<file path="src/rtl/axi_axis_writer.sv">
// axi_axis_writer
// AXI4-Lite slave: every register write (any address) is pushed into a
// first-word-fall-through FIFO that drains through an AXI4-Stream master.
// Every read (any address) returns the current FIFO occupancy, zero-extended.
//
// Build option AXI_AXIS_WRITER_DROP_EN:
//   undefined - a write into a full FIFO stalls until a slot frees.
//   defined   - a write into a full FIFO is discarded with SLVERR and a
//               sticky overflow flag is reported in rdata[AXI_DATA_WIDTH-1].
module axi_axis_writer #(
  parameter int AXI_DATA_WIDTH  = 32,
  parameter int AXI_ADDR_WIDTH  = 16,
  parameter int FIFO_DEPTH_LOG2 = 4
) (
  input  logic                      aclk,
  input  logic                      aresetn,
  input  logic [AXI_ADDR_WIDTH-1:0] s_axi_awaddr,
  input  logic                      s_axi_awvalid,
  output logic                      s_axi_awready,
  input  logic [AXI_DATA_WIDTH-1:0] s_axi_wdata,
  input  logic                      s_axi_wvalid,
  output logic                      s_axi_wready,
  output logic [1:0]                s_axi_bresp,
  output logic                      s_axi_bvalid,
  input  logic                      s_axi_bready,
  input  logic [AXI_ADDR_WIDTH-1:0] s_axi_araddr,
  input  logic                      s_axi_arvalid,
  output logic                      s_axi_arready,
  output logic [AXI_DATA_WIDTH-1:0] s_axi_rdata,
  output logic [1:0]                s_axi_rresp,
  output logic                      s_axi_rvalid,
  input  logic                      s_axi_rready,
  output logic [AXI_DATA_WIDTH-1:0] m_axis_tdata,
  output logic                      m_axis_tvalid,
  input  logic                      m_axis_tready
);

  localparam int DEPTH = 2 ** FIFO_DEPTH_LOG2;
  localparam int CW    = FIFO_DEPTH_LOG2 + 1;
  localparam logic [CW-1:0]              FULL_CNT = CW'(DEPTH);
  localparam logic [CW-1:0]              CNT_ONE  = CW'(1);
  localparam logic [CW-1:0]              CNT_ZERO = CW'(0);
  localparam logic [FIFO_DEPTH_LOG2-1:0] PTR_ONE  = FIFO_DEPTH_LOG2'(1);

  // Write capture and response state
  logic                      aw_held_r;
  logic                      w_held_r;
  logic [AXI_DATA_WIDTH-1:0] wdata_r;
  logic                      bvalid_r;
  logic [1:0]                bresp_r;

  // Read channel state
  logic                      rvalid_r;
  logic [AXI_DATA_WIDTH-1:0] rdata_r;

  // FIFO storage; the output register holds the head word
  logic [AXI_DATA_WIDTH-1:0] mem_r [DEPTH];
  logic [FIFO_DEPTH_LOG2-1:0] wr_ptr_r;
  logic [FIFO_DEPTH_LOG2-1:0] rd_ptr_r;
  logic [CW-1:0]             mem_cnt_r;
  logic [CW-1:0]             count_r;
  logic                      tvalid_r;
  logic [AXI_DATA_WIDTH-1:0] tdata_r;

  logic                      aw_hs_s;
  logic                      w_hs_s;
  logic                      accept_s;
  logic                      full_s;
  logic                      push_s;
  logic                      drop_s;
  logic                      pop_s;
  logic                      load_s;
  logic                      ar_hs_s;
  logic [CW-1:0]             count_nxt_s;
  logic [CW-1:0]             mem_cnt_nxt_s;
  logic [AXI_DATA_WIDTH-1:0] rdata_nxt_s;
  logic                      unused_addr_s;

`ifdef AXI_AXIS_WRITER_DROP_EN
  logic                      overflow_r;
`endif

  // Addresses carry no meaning for this port
  assign unused_addr_s = ^{s_axi_awaddr, s_axi_araddr};

  assign s_axi_awready = ~aw_held_r;
  assign s_axi_wready  = ~w_held_r;
  assign s_axi_bvalid  = bvalid_r;
  assign s_axi_bresp   = bresp_r;
  assign s_axi_arready = ~rvalid_r;
  assign s_axi_rvalid  = rvalid_r;
  assign s_axi_rdata   = rdata_r;
  assign s_axi_rresp   = 2'b00;
  assign m_axis_tdata  = tdata_r;
  assign m_axis_tvalid = tvalid_r;

  // Handshake and FIFO control decode
  always_comb begin
    aw_hs_s  = s_axi_awvalid & ~aw_held_r;
    w_hs_s   = s_axi_wvalid & ~w_held_r;
    accept_s = aw_held_r & w_held_r & ~bvalid_r;
    full_s   = (count_r == FULL_CNT);
    push_s   = accept_s & ~full_s;
`ifdef AXI_AXIS_WRITER_DROP_EN
    drop_s   = accept_s & full_s;
`else
    drop_s   = 1'b0;
`endif
    pop_s    = tvalid_r & m_axis_tready;
    // Refill the output register whenever it is empty or being emptied
    load_s   = (mem_cnt_r != CNT_ZERO) & (~tvalid_r | pop_s);
    ar_hs_s  = s_axi_arvalid & ~rvalid_r;
  end

  // Occupancy arithmetic for the total count and the memory-only count
  always_comb begin
    count_nxt_s   = count_r;
    mem_cnt_nxt_s = mem_cnt_r;
    if (push_s && !pop_s) begin
      count_nxt_s = count_r + CNT_ONE;
    end else if (pop_s && !push_s) begin
      count_nxt_s = count_r - CNT_ONE;
    end else begin
      count_nxt_s = count_r;
    end
    if (push_s && !load_s) begin
      mem_cnt_nxt_s = mem_cnt_r + CNT_ONE;
    end else if (load_s && !push_s) begin
      mem_cnt_nxt_s = mem_cnt_r - CNT_ONE;
    end else begin
      mem_cnt_nxt_s = mem_cnt_r;
    end
  end

  // Status word returned on a read: occupancy plus optional overflow flag
  always_comb begin
    rdata_nxt_s           = '0;
    rdata_nxt_s[CW-1:0]   = count_r;
`ifdef AXI_AXIS_WRITER_DROP_EN
    rdata_nxt_s[AXI_DATA_WIDTH-1] = overflow_r;
`endif
  end

  // Capture AW/W independently and raise the B response on push or drop
  always_ff @(posedge aclk) begin
    if (!aresetn) begin
      aw_held_r <= 1'b0;
      w_held_r  <= 1'b0;
      wdata_r   <= '0;
      bvalid_r  <= 1'b0;
      bresp_r   <= 2'b00;
    end else begin
      if (push_s || drop_s) begin
        aw_held_r <= 1'b0;
        w_held_r  <= 1'b0;
        bvalid_r  <= 1'b1;
        bresp_r   <= push_s ? 2'b00 : 2'b10;
      end else begin
        if (aw_hs_s) begin
          aw_held_r <= 1'b1;
        end
        if (w_hs_s) begin
          w_held_r <= 1'b1;
          wdata_r  <= s_axi_wdata;
        end
        if (bvalid_r && s_axi_bready) begin
          bvalid_r <= 1'b0;
        end
      end
    end
  end

  // FIFO memory write port; contents need no reset, pointers define validity
  always_ff @(posedge aclk) begin
    if (push_s) begin
      mem_r[wr_ptr_r] <= wdata_r;
    end
  end

  // Pointers, counters and the registered stream output stage
  always_ff @(posedge aclk) begin
    if (!aresetn) begin
      wr_ptr_r  <= '0;
      rd_ptr_r  <= '0;
      mem_cnt_r <= '0;
      count_r   <= '0;
      tvalid_r  <= 1'b0;
      tdata_r   <= '0;
    end else begin
      if (push_s) begin
        wr_ptr_r <= wr_ptr_r + PTR_ONE;
      end
      mem_cnt_r <= mem_cnt_nxt_s;
      count_r   <= count_nxt_s;
      if (load_s) begin
        rd_ptr_r <= rd_ptr_r + PTR_ONE;
        tvalid_r <= 1'b1;
        tdata_r  <= mem_r[rd_ptr_r];
      end else if (pop_s) begin
        tvalid_r <= 1'b0;
      end
    end
  end

  // Read channel: occupancy snapshot taken at the AR handshake
  always_ff @(posedge aclk) begin
    if (!aresetn) begin
      rvalid_r <= 1'b0;
      rdata_r  <= '0;
    end else if (ar_hs_s) begin
      rvalid_r <= 1'b1;
      rdata_r  <= rdata_nxt_s;
    end else if (rvalid_r && s_axi_rready) begin
      rvalid_r <= 1'b0;
    end
  end

`ifdef AXI_AXIS_WRITER_DROP_EN
  // Sticky overflow: a drop sets it, the read that reports it clears it
  always_ff @(posedge aclk) begin
    if (!aresetn) begin
      overflow_r <= 1'b0;
    end else if (drop_s) begin
      overflow_r <= 1'b1;
    end else if (ar_hs_s) begin
      overflow_r <= 1'b0;
    end
  end
`endif

endmodule

</file>
<file path="config.mk">
export PLATFORM = sky130hd
export DESIGN_NAME = axi_axis_writer
export DESIGN_NICKNAME = d
export VERILOG_FILES = /design/src/rtl/axi_axis_writer.sv
export SDC_FILE = /design/constraint.sdc
export NUM_CORES = 1
export LEC_CHECK = 0
export ABC_AREA = 1
export BUFFER_PORTS_ARGS = -buffer_cell sky130_fd_sc_hd__buf_2
export CORE_MARGIN = 4
export CORE_UTILIZATION = 60
export DETAILED_ROUTE_END_ITERATION = 10
export GPL_ROUTABILITY_DRIVEN = 0
export GPL_TIMING_DRIVEN = 0
export PLACE_DENSITY_LB_ADDON = 0.08
export SETUP_SLACK_MARGIN = 0.4
export SLEW_MARGIN = 40
export SYNTH_ARGS = -nofsm -noshare
export SYNTH_HDL_FRONTEND = slang
export SYNTH_SLANG_ARGS = --single-unit
</file>
<file path="constraint.sdc">
create_clock -name aclk -period 6.7 [get_ports aclk]
set_input_delay 1.34 -clock aclk [delete_from_list [all_inputs] [get_ports aclk]]
set_output_delay 1.34 -clock aclk [all_outputs]
set_load 0.005 [all_outputs]
</file>
# --- After elaboration in Yosys (flattened, before gate mapping) ---
# Memories as Yosys holds them, arrays and structs flattened. A register that Yosys moved wholly into a read port is not among the register bits.
# Cells that the tools add are included.
classes:
  addsub: 6
  muxes: 12
  n_eq_ne: 1
  n_bitwise: 17
  n_reduce_logical: 18
ops:
  columns: ["operator", "n"]
  rows:
  - ["$mux 5", 4]
  - ["$add 5x1->5 const B", 2]
  - ["$reduce_bool 2->1", 5]
  - ["$sub 5x1->5 const B", 2]
  - ["$add 4x1->4 const B", 2]
  - ["$and 1x1->1", 8]
  - ["$mux 1", 8]
  - ["$not 1->1", 8]
  - ["$logic_and 1x1->1", 6]
  - ["$eq 5x5->1 const B", 1]
  - ["$reduce_bool 5->1", 1]
  - ["$logic_not 1->1", 4]
  - ["$reduce_and 2->1", 1]
  - ["$reduce_or 2->1", 1]
  - ["$or 1x1->1", 1]
word_totals:
  output_inout_bits: 74
  mem_bits_rw: 512
  memories: 1
  regBits: 60
  in_bits: 72
memory_table:
  columns: ["memory", "words", "word_bits", "read_ports", "rd_clocked_by_memory_dff", "wr", "line", "rtl"]
  rows:
  - ["mem_r", 16, 32, 1, 1, 1, "57", "logic [AXI_DATA_WIDTH-1:0] mem_r [DEPTH];"]

# --- Longest topological paths before layout ---
# Gate-level depths: netlist of the first run.
depth:
  ltp_word: 7
  depth_mapped: 12

# --- Worst setup path before layout of the first run ---
# Ideal clock, no wire load.
synth_timing:
  path_type: "reg-to-reg"
  from: "register w_held_r"
  to: "memory mem_r[11][0], enable pin"
  stages_incl_launch_ff: 7
  setup_ps: 421
  arrival_ps: 2373
  synth_period_minus_slack_ps: 2794
  slack_ps: 3906
  path_cell_list: "dfxtp_1 inv_1 nor3_1 nand2_1 inv_1 nand2_1 nor2_1"
synth_via:
  elab_chain_len: 5
synth_lines:
  columns: ["item", "line", "rtl"]
  rows:
  - ["start: declaration", "47", "logic w_held_r;"]
  - ["start signal: assignment", "148", "w_held_r <= 1'b0;"]
  - ["start signal: assignment", "155", "w_held_r <= 1'b0;"]
  - ["start signal: assignment", "163", "w_held_r <= 1'b1;"]
  - ["$and 1x1->1 (2 in series)", "101", "accept_s = aw_held_r & w_held_r & ~bvalid_r;"]
  - ["$and 1x1->1", "103", "push_s = accept_s & ~full_s;"]
  - ["via push_s", "69", "logic push_s;"]
  - ["$mux 1", "175", "if (push_s) begin"]
  - ["$mux 1 (not written as such)", "176", "mem_r[wr_ptr_r] <= wdata_r;"]
  - ["end: declaration", "57", null]
# The timed path passes the listed nets, and every way through them passes these cells.

# --- Worst setup path after layout of the first run ---
layout_timing:
  from: "input port s_axi_wvalid"
  to: "register wdata_r[16]"
layout_via:
  elab_chain_len: 2
layout_lines:
  columns: ["item", "line", "rtl"]
  rows:
  - ["start: declaration", "21", "input logic s_axi_wvalid,"]
  - ["$and 1x1->1", "100", "w_hs_s = s_axi_wvalid & ~w_held_r;"]
  - ["$reduce_and 2->1 (no source line)", null, null]
  - ["end signal: assignment", "164", "wdata_r <= s_axi_wdata;"]
  - ["end: declaration", "48", "logic [AXI_DATA_WIDTH-1:0] wdata_r;"]
# Every way passes these cells.
# A chain may end at the register's enable or synchronous reset.

==> results.md, run 1 <==
- Outcome: completed
- Flops & latches, synth: about 600
- Relative slew slack: 38.8%
- Sink Count: 604
- XOR/XNOR Fraction of Synth Area: 0.376%
- Routed Antenna Nets: 0
- Antenna violations before repair: 0
- Commonest non-fill, non-tap cell in the layout: nand2_1
- Largest net degree at the start of global routing: 18
- Via count: 18.8k
- FMAX: 0.370 GHz
- WL/cell: 22.0 um
- Worst Setup End Kind: flip-flop
- Final Skew: 0.0274 ns
- Avg Inst Size Synth: 10.1 um^2
- Pleak: 12.9 nW
- Adder-Cell Fraction of Synth Area: 0.791%
- Util after Layout: 70.5%
- RSZ-0062 raised after global routing: no
- Core area: 42,000 um^2
- Layout Nets: ~2.8k
- Synth-to-layout area growth: 15.8%
- Die X: 215 um
- GRT overflow: 0
- Post-CTS resize count: 0
- Required time of the critical path: 7.21 ns
- Predominant post-synthesis flop cell: edfxtp_1
- Netlist cell types: 25
- CTS Hold Bufs: 0
- Pwr dens: ~370 nW/um^2
- CP Launch Type: input pin
- Initial Util: 60.9%
- Final setup violation count: 0
- Period utilization: between 40% and 50%
- Reg2Reg Setup Slack: 4.18 ns
- H-tree depth: 2
- Simple-gate portion of the synthesized area: between 20% and 30%
- Vias in the first global route: around 18k
- Worst r2r src: count_r[1]
- Worst Hold Endpoint: s_axi_rdata[1]
- IO buf count: ~80
- Yosys warns: 0
- Final setup TNS: 0 ns
- Syn Inst Count: 2,539
- Slew Limit Fails: 0
- Row count: 75
- Setup ws final: ~4 ns
- Final total power: between 10 and 15 mW
- Largest family of logic cells by synthesized area: simple AND/OR/NAND/NOR gates
- Worst Path Max Fanout: 10
- Worst Hold Class: reg2reg
- R2R cell count: 12
- CTS tree: yes
- CP peak stage delay: between 0.5 and 0.6 ns
- Fraction of registers with async set/reset: 0%
- Most frequent cells in the layout: nand2_1, edfxtp_1, nand3_1
- R2R Path End: mem_cnt_r[3]
- Dpl cells: 3,222
- Detailed Route WL: 73.4 mm
- Crit path time final: 2.70 ns
- CP max stage cell: nor2_2
- I/O Pins: 146
- Post-synthesis sequential area ratio: 67.2%
- DR pass1 iterations: 6
- Crit path DAT: 3.21 ns
- Clock transition at path regs: 0.06 ns
- Clock buffer depth: 3
- Post-synthesis mux area share: 0%
- Number of synthesized flops with an enable pin: roughly 510
- Via density: approximately 5.6
- Crit path kind: in2reg
- Die area: about 46,000 um^2
- # Max-Cap Violations: 0
- Antenna diodes: 0
- Compound-Gate Fraction of Synth Area: 1.36%
- Place WS: 3.50 ns
- WP buf/inv: 4
- Synthesized area: between 20,000 and 30,000 um^2
- Maximum vdd drop: 0.282 mV
- DP Wirelength: 48.0 mm
- Final hold violation count: 0
- Die H: between 200 and 250 um
- Worst Tran Pin Value: 0.917 ns
- First-pass GRT wire length: 109 mm
- CP top delay family: buffers and inverters
- DRC violations left: 0
- Post-CTS Setup Bufs: 0
- Worst skew pair latency: roughly 0.63 ns
- Worst path cell trace: buf_2 > inv_1 > nor2_2 > inv_1 > clkbuf_1 > nor2_1 > nor2_1
- Num CTS Buffers: 59
- HP Start: s_axi_rdata[1]
- Hold Path Depth: 2
- GRT Total Usage: between 30% and 40%
- Non-filler cells, final: between 3k and 4k
- CTS root buf: clkbuf_16
- Layout cells sized above 1: roughly an eighth
- Initial drt markers: between 2k and 2.5k
-- worst min-delay path: stages, from the launching register on --
cell and delay [ns]:
dfxtp_1 0.33, nor2_1 0.05, nor2_1 0.08
-- worst max-delay path by stage --
stage	start	endpoint	slack, ns	cells past startpoint
detailed placement	s_axi_wvalid	wdata_r[16]	3.50	7
global route	count_r[1]	count_r[3]	3.92	12
finish	s_axi_wvalid	wdata_r[16]	4.00	7
global placement	count_r[1]	mem_r[8][7]	1.89	6
floorplan	w_held_r	mem_r[11][0]	3.91	6
CTS	s_axi_wvalid	wdata_r[16]	4.11	7
-- flip-flops by register name, indices dropped and copies added, names as in the netlist, 4 cells and up --
| register | cells |
|---|---|
| mem_cnt_r | 5 |
| wr_ptr_r | 4 |
| wdata_r | 32 |
| mem_r | 512 |
| s_axi_rdata | 5 |
| rd_ptr_r | 4 |
| count_r | 5 |
| m_axis_tdata | 32 |
-- cell type report --
cell class              instances  area, um^2
flip-flops and latches        604       17200
plain buffers                 159         987
clock buffers                  92        1760
fillers                      3051       12400
clock inverters                18         216
repair buffers                114        1140
inverters                     317        1190
well taps                     539         674
multi-input cells            1489        6460
-- routing by layer --
layer	vias up	GRT usage [%]	routed length, um	share of wire, %
li1	8578	-	-	-
met1	8796	41.3	27000	37
met2	1168	51.3	34300	47
met3	240	6.42	8550	12
met4	0	14.4	3590	4.9
met5	-	0	0	0
-- cells by family (layout without fill, tap and decap cells) --
kind of cell	Yosys count	in the layout
flip-flops	604	604
AND/OR/NAND/NOR	1363	1363
adder cells (fa/ha/maj)	15	15
other	1	31
XOR/XNOR	11	11
buffers and inverters	476	700
AO/OA/AOI/OAI	69	69
-- synth_stat cells (2+ instances only) --
cell type    n  area (um^2)
nand2_1    829         3110
edfxtp_1   512        15400
nand3_1    362         1810
inv_1      314         1180
nor2_1     169          634
dfxtp_1     92         1840
buf_4       58          435
o21ai_0     48          240
buf_2       44          220
clkbuf_1    32          120
a21oi_1     20          100
buf_6       13          146
ha_1        13          163
buf_1       11         41.3
xor2_1       9         78.8
fa_1         2         40.0
nor3_1       2         10.0
xnor2_1      2         17.5
-- power breakdown --
group / switching [mW] / internal (mW)
Combinational: 2.20 / 0.969
Sequential: 0.150 / 4.25
Clock: 1.39 / 1.99
-- per-stage QoR --
| step | instance area [um^2] | hold WS, ns |
|---|---|---|
| after detailed placement | 27700 | 0.471 |
| after CTS | 29600 | 0.488 |
| after floorplan | 25700 | 0.452 |
| after global routing | 29700 | 0.520 |
| after global placement | 26800 | 0.462 |
| final | 29700 | 0.485 |
(Power assumes the default switching activity.)
==> run 2: changes to the inputs <==
Clock period 6.7 ns to 2.69 ns, I/O delays scaled along.
==> results.md, run 2 (same netlist as run 1, synthesis figures left out) <==
- Initial Util: 60.9% (unchanged)
- Die H: 215 um (unchanged)
- Max reg flops: 512 (unchanged)
- I/O Pins: 146 (unchanged)
- CTS root buf: clkbuf_16 (unchanged)
- DRC violations left: 0 (unchanged)
- Synth-to-layout area growth: 16.8% (was 15.8%)
- Required time of the critical path: 3.02 ns (was 7.21 ns)
- Commonest non-fill, non-tap cell in the layout: nand2_1 (unchanged)
- CTS tree: yes (unchanged)
- Largest net degree at the start of global routing: 18 (unchanged)
- Crit path time final: 2.16 ns
- WL met3: 8.30 mm (was 8.55 mm)
- Place WS: 0.171 ns (was 3.50 ns)
- Pwr dens: 926 nW/um^2 (was 369 nW/um^2)
- Core area: 42,000 um^2 (unchanged)
- Worst Path Max Fanout: 13 (was 10)
- Clock buffer depth: 3 (unchanged)
- Final setup violation count: 0 (unchanged)
- Sink Count: 604 (unchanged)
- CP peak stage delay: 0.52 ns (was 0.53 ns)
- Period utilization: between 80% and 90%
- CP max stage cell: nor2_4 (was nor2_2)
- Via count: 19.0k (was 18.8k)
- Non-filler cells, final: 3,344 (was 3,332)
- Outcome: completed (unchanged)
- Final hold violation count: 0 (unchanged)
- Layout Nets: 2,842 (was 2,831)
- Largest Register: mem_r (unchanged)
- First-pass GRT wire length: 109 mm (about the same)
- Die area: 46,100 um^2 (unchanged)
- DR pass1 iterations: 5 (was 6)
- Design area: 29,900 um^2 (was 29,700 um^2)
- Die X: 215 um (unchanged)
- M1 WL: 27.6 mm (was 27.0 mm)
- Crit path DAT: 2.49 ns (was 3.21 ns)
- IO buf count: 82 (unchanged)
- CP Launch Type: flip-flop (was input pin)
- Worst Tran Pin Value: 0.935 ns (was 0.917 ns)
- Final Skew: 0.0186 ns (was 0.0274 ns)
- Maximum vdd drop: 0.721 mV (was 0.282 mV)
- GRT overflow: 0 (unchanged)
- Layout cells sized above 1: 13.3% (was 12.2%)
- Initial drt markers: 2,301 (was 2,409)
- WP buf/inv: 3 (was 4)
- Relative slew slack: 37.7% (was 38.8%)
- Dpl cells: 3,223 (was 3,222)
- H-tree depth: 2 (unchanged)
- RSZ-0062 raised after global routing: yes (was no)
- GRT Total Usage: 31.6% (was 31.5%)
- Clock transition at path regs: 0.06 ns (about the same)
- CP top delay family: simple AND/OR/NAND/NOR gates (was buffers and inverters)
- Routed Antenna Nets: 0 (unchanged)
- Row count: 75 (unchanged)
- WL/cell: 22.2 um (was 22.0 um)
- Antenna violations before repair: 0 (unchanged)
- Vias in the first global route: 18.2k (about the same)
- Worst path cell trace: inv_1 > nor3_2 > nand2_2 > inv_2 > nand2_1 > nor2_4 > buf_16 (was buf_2 > inv_1 > nor2_2 > inv_1 > clkbuf_1 > nor2_1 > nor2_1)
- Slew Limit Fails: 0 (unchanged)
- Detailed Route WL: 74.3 mm (was 73.4 mm)
- DP Wirelength: 47.8 mm (was 48.0 mm)
- Setup ws final: 0.526 ns (was 4.00 ns)
- Worst skew pair latency: 0.62 ns (was 0.63 ns)
- Placed cell areas: 27,700 um^2 (about the same)
- Num CTS Buffers: 59 (unchanged)
- Pleak: 13.0 nW (was 12.9 nW)
- # Max-Cap Violations: 0 (unchanged)
- Antenna diodes: 0 (unchanged)
- Worst Setup End Kind: flip-flop (unchanged)
- Max layer used: met4 (unchanged)
- FMAX: 0.462 GHz
- Via density: 5.69 (was 5.64)
- Crit path kind: reg2reg (was in2reg)
- Metal2 WL: 34.7 mm (was 34.3 mm)
- CTS Hold Bufs: 0 (unchanged)
- Final total power: 27.7 mW (was 10.9 mW)
- Most frequent cells in the layout: nand2_1, edfxtp_1, nand3_1 (unchanged)
- Worst Hold Class: in2reg (was reg2reg)
-- run 2: report_power, final --
part	internal [mW]	total (mW)	switching, mW
clock network	5.26	8.78	3.53
logic	2.43	7.95	5.51
registers	10.6	11.0	0.379
total	18.3	27.7	9.42
-- run 2: worst paths after layout --
path / depth (start not counted) / to / startpoint / slack [ns]
worst max-delay path: 7 / mem_r[10][13] / w_held_r / 0.53
worst min-delay path: 3 / wdata_r[17] / s_axi_wdata[17] / 0.13
worst max register to register: 7 / mem_r[10][13] / w_held_r / 0.53
worst min register to register: 2 / s_axi_rdata[1] / s_axi_rdata[1] / 0.48
-- run 2: metrics by stage --
stage	setup TNS, ns	util (%)	hold WS, ns
detailed placement	0	65.9	0.472
finish	0	71.1	0.134
CTS	0	71.0	0.116
global placement	-855.88	63.8	0.464
global route	0	71.1	0.130
floorplan	-42.59	-	0.452
-- run 2: layer usage --
metal / GRT usage [%] / vias up
met1: 41.8 / 8939
met5: 0 / -
li1: - / 8605
met4: 14.3 / 0
met2: 51.4 / 1243
met3: 6.05 / 241
-- run 2: tightest hold or removal path: stages --
cell and delay (ns):
buf_2 0.07, nor2_1 0.03, nor2_1 0.08
-- run 2: cell type report --
cell class              instances  area [um^2]
multi-input cells            1489         6480
fillers                      2987        12100
well taps                     539          674
repair buffers                125         1290
flip-flops and latches        604        17200
inverters                     317         1190
clock buffers                  83         1660
plain buffers                 159          988
clock inverters                28          399
-- run 2: timing repair --
action	4_1_cts	5_1_grt
endpoints found under the setup margin	320	137
gates resized for setup	2	10
setup buffers	6	4
pin swaps	3	2
